==> config.mk <==
export PLATFORM = sky130hd
export DESIGN_NAME = icc_branch_unit
export DESIGN_NICKNAME = d
export VERILOG_FILES = /design/src/rtl/icc_branch_unit.sv
export SDC_FILE = /design/constraint.sdc
export NUM_CORES = 1
export LEC_CHECK = 0
export CAP_MARGIN = 20
export CORE_UTILIZATION = 34
export CTS_CLUSTER_DIAMETER = 60
export DETAILED_ROUTE_END_ITERATION = 10
export HOLD_SLACK_MARGIN = 0.15
export PLACE_DENSITY = 0.72
export SYNTH_ARGS = -nofsm -noshare
export SYNTH_HDL_FRONTEND = slang
export SYNTH_SLANG_ARGS = --single-unit
==> constraint.sdc <==
create_clock -name clk -period 1.5 [get_ports clk]
set_input_delay 0.15 -clock clk [delete_from_list [all_inputs] [get_ports clk]]
set_output_delay 0.15 -clock clk [all_outputs]
set_load 0.01 [all_outputs]
==> src/rtl/icc_branch_unit.sv <==
// icc_branch_unit: SPARC {N,Z,V,C} register and Bicc resolution with delay-slot annul.
// Define ICC_FWD_EN to let a branch see flags_in written in the same cycle.
module icc_branch_unit #(
    parameter logic [3:0] ICC_RESET = 4'b0000
) (
    input  logic       clk,
    input  logic       rst_n,
    input  logic       stall,
    input  logic       icc_we,
    input  logic [3:0] flags_in,
    input  logic       br_valid,
    input  logic [3:0] cond,
    input  logic       a_bit,
    input  logic       slot_done,
    output logic [3:0] icc,
    output logic       cin,
    output logic       taken,
    output logic       annul_slot,
    output logic       dcti_err
);
    typedef enum logic {IDLE, SLOT} state_t;
    state_t     r_state, w_state_nx;
    logic [3:0] r_icc, w_flags;
    logic       r_taken, r_annul, w_taken_nx, w_annul_nx, w_dcti;
    logic       w_n, w_z, w_v, w_c, w_eval;
    logic [7:0] w_tbl;
`ifdef ICC_FWD_EN
    assign w_flags = icc_we ? flags_in : r_icc;
`else
    assign w_flags = r_icc;
`endif
    assign {w_n, w_z, w_v, w_c} = w_flags;
    // cond[3] inverts the base test selected by cond[2:0]
    assign w_tbl  = {w_v, w_n, w_c, w_c | w_z, w_n ^ w_v, w_z | (w_n ^ w_v), w_z, 1'b0};
    assign w_eval = cond[3] ^ w_tbl[cond[2:0]];
    always_comb begin
        w_state_nx = r_state;
        w_taken_nx = r_taken;
        w_annul_nx = r_annul;
        w_dcti     = 1'b0;
        if (!stall) begin
            if (r_state == IDLE && br_valid) begin
                w_state_nx = SLOT;
                w_taken_nx = w_eval;
                w_annul_nx = a_bit & (~w_eval | (cond == 4'b1000));
            end else if (r_state == SLOT) begin
                w_dcti = br_valid;
                if (slot_done) begin
                    w_state_nx = IDLE;
                    w_taken_nx = 1'b0;
                    w_annul_nx = 1'b0;
                end
            end
        end
    end
    always_ff @(posedge clk or negedge rst_n) begin
        if (!rst_n) begin
            r_state <= IDLE;
            r_icc   <= ICC_RESET;
            r_taken <= 1'b0;
            r_annul <= 1'b0;
        end else begin
            r_state <= w_state_nx;
            r_taken <= w_taken_nx;
            r_annul <= w_annul_nx;
            if (icc_we && !stall) r_icc <= flags_in;
        end
    end
    assign icc        = r_icc;
    assign cin        = r_icc[0];
    assign taken      = r_taken;
    assign annul_slot = r_annul;
    assign dcti_err   = w_dcti;
endmodule

==> metrics.md, run 1 <==
| Metric | Value |
|---|---|
| Area Overhead vs Synth | `68.7%` |
| Core area | `0.00132 mm²` |
| Slowest-stage cell, CP | `clkdlybuf4s50_1` |
| Top cells by area, synth | `dfrtp_1, mux2_2, mux2i_1` |
| Place WS | `-270 ps` |
| M3 GR Usage | `0.0227` |
| Worst skew pair latency | `240 ps` |
| Area share of the largest cell type after synthesis | `0.363` |
| CTS Hold Bufs | `0` |
| Yosys cell types | `23` |
| Net Sw Frac | `0.288` |
| Worst VDD drop | `511 µV` |
| Die Ht | `39.7 µm` |
| Slew Viols, Final | `0` |
| First-pass iteration count of the detailed router | `4` |
| Die Wd | `39.7 µm` |
| Root Driver | `clkbuf_4` |
| Total grt overflow | `0` |
| RSZ-0062 raised after global routing | `yes` |
| Final Util | `0.618` |
| Share of layout cells above drive strength 1 | `0.275` |
| Sequential power share | `0.359` |
| Data required, critical path | `1630 ps` |
| DR WL/cell | `11.3 µm` |
| Post-synthesis cell area | `483 µm²` |
| DR vias | `455` |
| Antenna violations before repair | `0` |
| CP top delay family | `buffers and inverters` |
| PortBufs | `22` |
| Xor/xnor share of the synthesized area | `0.0181` |
| Final-report hold violation count | `0` |
| Mux contribution to synthesized area | `0.155` |
| FMAX | `668 MHz` |
| Avg Synthesized Cell Area | `10.5 µm²` |
| Cell count after synthesis | `46` |
| Critical Path, Cell by Cell | `clkdlybuf4s50_1 -> buf_4 -> nand2_1 -> nor2_1 -> o32ai_4 -> mux2i_1 -> a311o_1` |
| Gate power share | `0.412` |
| Hold Crit Class | `input port to asynchronous set/reset pin` |
| Net Switching | `208 µW` |
| Grt met1 use | `0.221` |
| Critical Path Source Type | `input port` |
| Slew HR | `0.785` |
| Remaining antenna violation count after routing | `0` |
| Vias in the first global route | `404` |
| CTS Buf Count | `3` |
| # setup viols final | `0` |
| Post-synth net total | `61` |
| Worst setup EP type | `register` |
| Starting density of the core | `0.367` |
| Pin count of the biggest net entering global routing | `8` |
| Clock power frac | `0.229` |
| Cell area after layout | `815 µm²` |
| TritonCTS clock tree | `built` |
| WP data arrival | `1620 ps` |
| Critical path class | `input port to register` |
| CP max FO | `5` |
| Via/cell ratio | `4.79` |
| Synth warn | `0` |
| Internal power | `514 µW` |
| Seq/Total Area, Yosys | `0.363` |
| Worst Slack Setup Final | `2.31 ps` |
| P_leak | `0.000357 µW` |
| Simple-gate share of the synthesized area | `0.181` |
| N_diodes | `0` |
| Post-DP Area | `774 µm²` |
| Largest family of logic cells by synthesized area | `compound AO/OA/AOI/OAI gates` |
| Clock-pin slew on the worst setup and hold paths | `50 ps` |
| First DRT Iteration DRCs | `7` |
| Final worst-path cycle share | `0.998` |
| Placer Congestion | `0.746` |
| Synth Register Bits | `7` |
| Synth Area in Adders | `0` |
| Critical Path Max Stage Delay | `550 ps` |
| Pwr dens | `887 mW/mm²` |
| Clock skew | `2.99 ps` |
| I/O pin count | `23` |
| Layer with the highest usage | `met2` |
| Worst-margin pin slew | `321 ps` |
| Nets | `96` |
| Period minus WS final | `1500 ps` |
| Yosys top cell by area | `dfrtp_1` |
| Standard-cell row count | `13` |
| DP Wirelength | `868 µm` |
| Status | `completed` |
| Detailed Route WL | `1080 µm` |
| Total die area | `0.00158 mm²` |
| Power Total | `723 µW` |
| Compound-gate portion of the synthesized area | `0.220` |
| TNS Setup | `0 ps` |
| Global-route wire length before repair | `1670 µm` |
| Worst Path Buf+Inv | `2` |
| Clock tree buffer depth | `2` |
| Max Cap Viol | `0` |
| GRT Total Usage | `0.159` |
| Clock sink total | `7` |
| Drt drc | `0` |
| H-Tree Depth | `1` |
| GRT met2 Usage | `0.238` |
layout make-up:
class	instances	area [µm²]
clock buffer	4	26.3
fill	109	503
inverter	3	11.3
multi-input combinational	34	289
sequential	7	176
tap	15	18.8
timing repair buffer	32	293
logic make-up after synthesis:
kind of cell	after synthesis
buffers and inverters	5
XOR/XNOR	1
AO/OA/AOI/OAI	10
multiplexers	7
flip-flops	7
AND/OR/NAND/NOR	16
final timing paths:
| kind | from | to | slack, ps | cells after the start |
|---|---|---|---|---|
| max | cond[1] | taken | 2 | 7 |
| min | rst_n | r_state | 170 | 1 |
| max reg2reg | icc[3] | taken | 10 | 5 |
| min reg2reg | r_state | r_state | 560 | 1 |
| max in group asynchronous | rst_n | icc[3] | 1070 | 1 |
| min in group clk | flags_in[1] | icc[1] | 520 | 2 |
stage by stage:
stage	hold WS, ps	std cells
floorplan	-146	46
global placement	431	89
detailed placement	431	89
CTS	171	94
global route	186	95
finish	166	95
cells in the mapped netlist:
master    number
a211oi_4       1
a21o_1         2
a21oi_1        1
a311o_1        1
and2b_1        1
and3b_1        1
buf_4          1
buf_6          1
dfrtp_1        7
inv_1          3
mux2_2         4
mux2i_1        3
nand2_1        4
nand2b_1       2
nor2_1         4
nor2b_1        2
nor3b_1        1
o21a_1         1
o22ai_1        1
o31ai_1        2
o32ai_4        1
or3b_1         1
xor2_1         1
flip-flops by register name, indices dropped and copies added (netlist names):
signal	flops
annul_slot	1
icc	4
taken	1
r_state	1
routing by layer:
metal	vias to the layer above	part of all wire
met4	0	0
met3	0	0.033
li1	229	-
met2	9	0.50
met5	-	0
met1	217	0.46
what timing repair did:
| action | CTS | global route |
|---|---|---|
| endpoints found under the setup margin | 3 | 3 |
| endpoints found under the hold margin | 0 | 0 |
| pin swaps | 1 | 0 |
| gates resized for setup | 2 | 1 |
| buffers inserted | 1 | 1 |
power by group through the flow:
| stage | clock network, µW | registers, µW | logic (µW) |
|---|---|---|---|
| 6_report | 165 | 259 | 298 |
| 5_1_grt | 179 | 264 | 321 |
| 4_1_cts | 170 | 259 | 293 |
| 3_5_place_dp | 0 | 261 | 290 |
| 3_3_place_gp | 0 | 260 | 285 |
| 2_1_floorplan | 0 | 269 | 129 |
cells in the final DEF, fill, tap and decap left out:
| master | count |
|---|---|
| nor2b_1 | 1 |
| o21a_1 | 1 |
| dfrtp_2 | 1 |
| clkdlybuf4s50_1 | 20 |
| nor3b_1 | 1 |
| xor2_1 | 1 |
| buf_4 | 10 |
| inv_1 | 3 |
| o22ai_1 | 1 |
| o32ai_4 | 1 |
| a21oi_1 | 1 |
| dfrtp_1 | 6 |
| mux2i_1 | 2 |
| or3b_1 | 1 |
| o31ai_1 | 2 |
| a311o_1 | 1 |
| and2b_1 | 1 |
| nor2_1 | 4 |
| clkbuf_4 | 3 |
| nand2b_1 | 2 |
| nor2b_4 | 1 |
| nand2_1 | 4 |
| a21o_1 | 2 |
| dlygate4sd2_1 | 2 |
| a211oi_4 | 1 |
| mux2_2 | 4 |
| and3b_1 | 1 |
| mux2i_2 | 1 |
| clkbuf_1 | 1 |
(Power assumes the default switching activity.)
==> inputs of run 2 (changes only) <==
--- a/config.mk
+++ b/config.mk
@@ -6,11 +6,12 @@
 export NUM_CORES = 1
 export LEC_CHECK = 0
 export CAP_MARGIN = 20
-export CORE_UTILIZATION = 34
+export CORE_AREA = 2 2 39 41
 export CTS_CLUSTER_DIAMETER = 60
 export DETAILED_ROUTE_END_ITERATION = 10
+export DIE_AREA = 0 0 41 43
 export HOLD_SLACK_MARGIN = 0.15
-export PLACE_DENSITY = 0.72
+export PLACE_DENSITY = 0.73
 export SYNTH_ARGS = -nofsm -noshare
 export SYNTH_HDL_FRONTEND = slang
 export SYNTH_SLANG_ARGS = --single-unit
==> constraint.sdc (replaced) <==
create_clock -name clk -period 1.41 [get_ports clk]
set_input_delay 0.141 -clock clk [delete_from_list [all_inputs] [get_ports clk]]
set_output_delay 0.141 -clock clk [all_outputs]
set_load 0.01 [all_outputs]
==> metrics.md, run 2 (synthesized netlist as in run 1, its figures left out) <==
| Metric | Value |
|---|---|
| Starting density of the core | `0.349 (-0.0176)` |
| PortBufs | `22 (unchanged)` |
| Clock tree buffer depth | `2 (unchanged)` |
| Worst Slack Setup Final | `-51.8 ps (-54.1 ps)` |
| I/O pin count | `23 (unchanged)` |
| Nets | `102 (+6.3%)` |
| Most frequent cells in the layout | `clkdlybuf4s50_1, buf_4, dfrtp_1` |
| Drt drc | `0 (unchanged)` |
| Antenna violations before repair | `0 (unchanged)` |
| Pwr dens | `899 mW/mm² (+1.3%)` |
| Period minus WS final | `1460 ps` |
| Crit path from | `icc[3]` |
| # setup viols final | `2 (+2)` |
| Largest register FFs | `4 (unchanged)` |
| Data required, critical path | `1570 ps (-60 ps)` |
| Final worst-path cycle share | `1.04` |
| Final Non-Filler Cells | `102 (+7.4%)` |
| Hold Crit Class | `input port to register` |
| RSZ-0062 raised after global routing | `yes` |
| Share of layout cells above drive strength 1 | `0.337 (+0.0622)` |
| Critical Path Max Stage Delay | `380 ps (-170 ps)` |
| Critical Path Source Type | `register` |
| Failing checks | `negative setup slack` |
| Critical Path, Cell by Cell | `nor2b_4 -> mux2i_2 -> o32ai_4 -> buf_4 -> a21o_1 -> o22ai_2` |
| Final-report hold violation count | `0 (unchanged)` |
| CTS Buf Count | `3 (unchanged)` |
| Status | `finished, violations left` |
| Placer Congestion | `0.665 (-11%)` |
| Slew Viols, Final | `0 (unchanged)` |
| Worst VDD drop | `482 µV (-5.8%)` |
| Vias in the first global route | `409 (+1.2%)` |
| Clock skew | `1.04 ps (-1.95 ps)` |
| N_diodes | `0 (unchanged)` |
| Slew HR | `0.799 (+0.0142)` |
| Clock-pin slew on the worst setup and hold paths | `50 ps (about the same)` |
| Worst setup EP type | `register` |
| Remaining antenna violation count after routing | `0 (unchanged)` |
| First DRT Iteration DRCs | `9 (+2)` |
| Cell area after layout | `878 µm² (+7.8%)` |
| Final Util | `0.635 (+0.0165)` |
| DR vias | `480 (+5.5%)` |
| Area occupied by multi-input gates | `304 µm² (+5.2%)` |
| WP data arrival | `1620 ps (about the same)` |
| Root Driver | `clkbuf_4` |
| Die Ht | `43 µm (+8.3%)` |
| Pin count of the biggest net entering global routing | `8 (unchanged)` |
| Global-route wire length before repair | `1740 µm (+4.1%)` |
| Via/cell ratio | `4.71 (-1.7%)` |
| Detailed Route WL | `1170 µm (+8.8%)` |
| FMAX | `684 MHz` |
| CP max FO | `3 (-2)` |
| First-pass iteration count of the detailed router | `4 (unchanged)` |
| Critical path class | `register to register` |
| Die Wd | `41 µm (+3.3%)` |
| GRT Total Usage | `0.149 (-0.00934)` |
| P_leak | `0.000413 µW (+16%)` |
| Clock sink total | `7 (unchanged)` |
| H-Tree Depth | `1 (unchanged)` |
| # fillers | `117 (+7.3%)` |
| TNS Setup | `-103 ps (-103 ps)` |
| Core area | `0.00138 mm² (+5.0%)` |
| Area Overhead vs Synth | `81.9%` |
| Dpl cells | `96 (+7.9%)` |
| DP Wirelength | `985 µm (+14%)` |
| Total die area | `0.00176 mm² (+12%)` |
| Worst skew pair latency | `250 ps (about the same)` |
| Min-delay src | `flags_in[1]` |
| Worst r2r src | `icc[3]` |
| Post-DP Area | `821 µm² (+6.0%)` |
| Seq. cell area | `175 µm² (-0.71%)` |
| Slowest-stage cell, CP | `dfrtp_1` |
| DR WL/cell | `11.5 µm (+1.3%)` |
| TritonCTS clock tree | `built` |
| Total grt overflow | `0 (unchanged)` |
| Max Cap Viol | `0 (unchanged)` |
| Worst-margin pin slew | `300 ps (-21.3 ps)` |
| Standard-cell row count | `14 (+1)` |
[run 2: final timing paths]
kind / cells past startpoint / end / slack (ps)
setup / recovery: 6 / annul_slot / -50
hold / removal: 2 / icc[1] / 510
setup reg to reg: 6 / annul_slot / -50
hold reg to reg: 1 / r_state / 560
max in group asynchronous: 2 / taken / 490
min in group asynchronous: 2 / annul_slot / 690
[run 2: metrics by stage]
step           setup slack, ps  total power [µW]  hold slack, ps
2_1_floorplan            -87.0               423            -155
3_3_place_gp              -311               608             412
3_5_place_dp              -383               615             418
4_1_cts                  -55.3               797             501
5_1_grt                   -124               838             506
6_report                 -51.8               790             506
[run 2: repair_timing]
item	CTS	global route
hold buffers	1	0
resized for setup	7	3
endpoints found under the hold margin	7	0
pin swaps	1	1
setup buffers	0	1
setup endpoints to repair	6	3
[run 2: metal layers]
metal  GRT usage  wire length (µm)  part of all wire  vias to the layer above
li1            -                 -                 -                      239
met1       0.193               512              0.44                      225
met2       0.222               568              0.48                       14
met3      0.0157                69             0.059                        2
met4       0.100                22             0.019                        0
met5           0                 0                 0                        -
[run 2: power breakdown]
| part | switching (µW) | internal, µW | total (µW) |
|---|---|---|---|
| logic | 127 | 214 | 341 |
| registers | 35.0 | 237 | 272 |
| clock network | 68.6 | 108 | 176 |
| total | 230 | 559 | 790 |
[run 2: final cells by class]
class                           instances  share of cell area
Multi-Input combinational cell         34               0.346
Timing Repair Buffer                   38               0.389
Inverter                                3              0.0128
Tap cell                               16              0.0228
Clock buffer                            4              0.0299
Sequential cell                         7               0.199
[run 2: worst max-delay path: cells and delay by family (launching register included)]
family                 cells  cell delay (ps)
buffers and inverters      1              160
AO/OA/AOI/OAI              3              400
flip-flops                 1              380
AND/OR/NAND/NOR            1              170
multiplexers               1              260
==> inputs of run 3 (changes only) <==
--- a/config.mk
+++ b/config.mk
@@ -5,13 +5,15 @@
 export SDC_FILE = /design/constraint.sdc
 export NUM_CORES = 1
 export LEC_CHECK = 0
+export ABC_AREA = 1
 export CAP_MARGIN = 20
 export CORE_AREA = 2 2 39 41
 export CTS_CLUSTER_DIAMETER = 60
 export DETAILED_ROUTE_END_ITERATION = 10
 export DIE_AREA = 0 0 41 43
 export HOLD_SLACK_MARGIN = 0.15
-export PLACE_DENSITY = 0.73
+export PLACE_DENSITY = 0.68
+export REMOVE_ABC_BUFFERS = 1
 export SYNTH_ARGS = -nofsm -noshare
 export SYNTH_HDL_FRONTEND = slang
 export SYNTH_SLANG_ARGS = --single-unit
==> metrics.md, run 3 <==
| Metric | Value |
|---|---|
| Status | `completed` |
| Remaining antenna violation count after routing | `0 (unchanged)` |
| Post-synth top cells | `nand2_1, inv_1, dfrtp_1, nand3_1, nor2_1` |
| Seq/Total Area, Yosys | `0.420 (+0.0577)` |
| CTS Buf Count | `3 (unchanged)` |
| Critical Path Max Stage Delay | `560 ps (+180 ps)` |
| RSZ-0062 raised after global routing | `no` |
| Most used standard cell by instance count after synthesis | `nand2_1` |
| Global-route wire length before repair | `1480 µm (-15%)` |
| Standard-cell row count | `14 (unchanged)` |
| Die Wd | `41 µm (unchanged)` |
| Root Driver | `clkbuf_4` |
| TNS Setup | `0 ps (+103 ps)` |
| Total grt overflow | `0 (unchanged)` |
| First DRT Iteration DRCs | `10 (+1)` |
| Post-cts repair resize count | `1 (-6)` |
| Pin count of the biggest net entering global routing | `8 (unchanged)` |
| GRT Total Usage | `0.126 (-0.0235)` |
| Synth Register Bits | `7 (unchanged)` |
| Area Overhead vs Synth | `63.7%` |
| Antenna violations before repair | `0 (unchanged)` |
| H-Tree Depth | `1 (unchanged)` |
| Period minus WS final | `1330 ps (-135 ps)` |
| Clock skew | `0.451 ps (-0.585 ps)` |
| Final-report hold violation count | `0 (unchanged)` |
| Slowest-stage cell, CP | `clkdlybuf4s50_1` |
| Area share of the largest cell type after synthesis | `0.420 (+0.0577)` |
| Max Cap Viol | `0 (unchanged)` |
| Clock sink total | `7 (unchanged)` |
| Post-synthesis cell area | `417 µm² (-14%)` |
| P_leak | `0.000354 µW (-14%)` |
| Clock tree buffer depth | `2 (unchanged)` |
| WHS | `156 ps (-350 ps)` |
| First-pass iteration count of the detailed router | `4 (unchanged)` |
| DP Wirelength | `754 µm (-23%)` |
| Die Ht | `43 µm (unchanged)` |
| Placer Congestion | `0.636 (-4.3%)` |
| FMAX | `754 MHz (+10%)` |
| Total die area | `0.00176 mm² (unchanged)` |
| Share of layout cells above drive strength 1 | `0.0920 (-0.245)` |
| Critical Path, Cell by Cell | `clkdlybuf4s50_1` |
| Yosys top cell by area | `dfrtp_1` |
| # setup viols final | `0 (-2)` |
| Worst VDD drop | `469 µV (-2.5%)` |
| Largest register FFs | `4 (unchanged)` |
| TritonCTS clock tree | `built` |
| WP data arrival | `1190 ps (-430 ps)` |
| # fillers | `146 (+25%)` |
| N_diodes | `0 (unchanged)` |
| Nets | `103 (+0.98%)` |
| CP top delay family | `buffers and inverters` |
| I/O pin count | `23 (unchanged)` |
| EDFF count, synth | `0 (unchanged)` |
| Detailed Route WL | `914 µm (-22%)` |
| Via/cell ratio | `4.41 (-6.3%)` |
| Place WS | `-11.4 ps (+372 ps)` |
| Drt drc | `0 (unchanged)` |
| Worst skew pair latency | `240 ps (about the same)` |
| Slew Viols, Final | `0 (unchanged)` |
| Worst Slack Setup Final | `83.3 ps (+135 ps)` |
| Slew HR | `0.790 (-0.00952)` |
| DR WL/cell | `8.87 µm (-23%)` |
| PortBufs | `22 (unchanged)` |
| Pwr dens | `974 mW/mm² (+8.4%)` |
| Critical path class | `register to primary output` |
| Asr flop ratio synth | `1.00 (unchanged)` |
| Worst setup EP type | `primary output` |
| CTS Hold Bufs | `0 (-1)` |
| Critical Path Source Type | `register` |
| DR vias | `454 (-5.4%)` |
| Worst Path Buf+Inv | `1 (unchanged)` |
| Synth warn | `0 (unchanged)` |
| CP max FO | `4 (+1)` |
| Cell count after synthesis | `61 (+33%)` |
| Avg Synthesized Cell Area | `6.83 µm² (-35%)` |
| Top cells by area, synth | `dfrtp_1, nand2_1, nand3_1` |
| Hold Crit Class | `input port to asynchronous set/reset pin` |
| Most frequent cells in the layout | `nand2_1, clkdlybuf4s50_1, inv_1` |
| Data required, critical path | `1270 ps (-300 ps)` |
| Core area | `0.00138 mm² (unchanged)` |
| Main synth FF type | `dfrtp_1` |
| # Post-CTS Setup Buffers | `0 (unchanged)` |
| Worst-margin pin slew | `314 ps (+14.2 ps)` |
| Vias in the first global route | `386 (-5.6%)` |
| Yosys cell types | `13 (-43%)` |
| Starting density of the core | `0.301 (-0.0479)` |
| Clock-pin slew on the worst setup and hold paths | `50 ps (about the same)` |
| Final worst-path cycle share | `0.941 (-0.0958)` |
## run 3: cell count changes after synthesis, sizes merged, moves of 2 or more
cell / delta
nand2b: -2
a21o: -2
mux2i: -3
nand3: +8
mux2: -3
a21oi: +2
nand2: +17
inv: +8
nor2: +2
o21ai: +2
nor2b: -2
o31ai: -2
## run 3: power by group
group	internal, µW	switching [µW]	leakage (µW)
combinational	129	99.7	0.000257
clock	108	66.5	0.0000150
sequential	235	26.6	0.0000827
## run 3: layer usage
metal | vias up | global-route usage | wire (µm)
met5 | - | 0 | 0
met4 | 0 | 0.0800 | 9
met3 | 2 | 0.0314 | 60
met2 | 11 | 0.181 | 435
met1 | 198 | 0.159 | 409
li1 | 243 | - | -
## run 3: area by class of cell
| class | count | area, µm² | share of cell area |
|---|---|---|---|
| Clock buffer | 4 | 26.3 | 0.0385 |
| Inverter | 11 | 41.3 | 0.0606 |
| Multi-Input combinational cell | 42 | 193 | 0.283 |
| Sequential cell | 7 | 175 | 0.257 |
| Tap cell | 16 | 20.0 | 0.0294 |
| Timing Repair Buffer | 23 | 226 | 0.332 |
## run 3: cell families after synthesis
logic type / synth area share
flops: 0.420
compound gates: 0.0691
buf+inv: 0.117
simple gates: 0.366
mux: 0.0270
## run 3: final timing paths
kind | start | to | slack (ps) | depth (start not counted)
max | icc[0] | icc[0] | 80 | 1
min | rst_n | annul_slot | 160 | 1
max reg2reg | icc[2] | annul_slot | 300 | 9
min reg2reg | taken | taken | 490 | 2
max in group asynchronous | rst_n | icc[1] | 1020 | 1
min in group clk | flags_in[3] | icc[3] | 480 | 3
## run 3: metrics by stage
step | power [µW] | instance area [µm²] | utilization | instances
finish | 664 | 682 | 0.493 | 103
global route | 713 | 682 | 0.493 | 103
CTS | 680 | 682 | 0.493 | 103
detailed placement | 497 | 657 | 0.475 | 99
global placement | 492 | 657 | 0.475 | 99
floorplan | 360 | 409 | - | 60
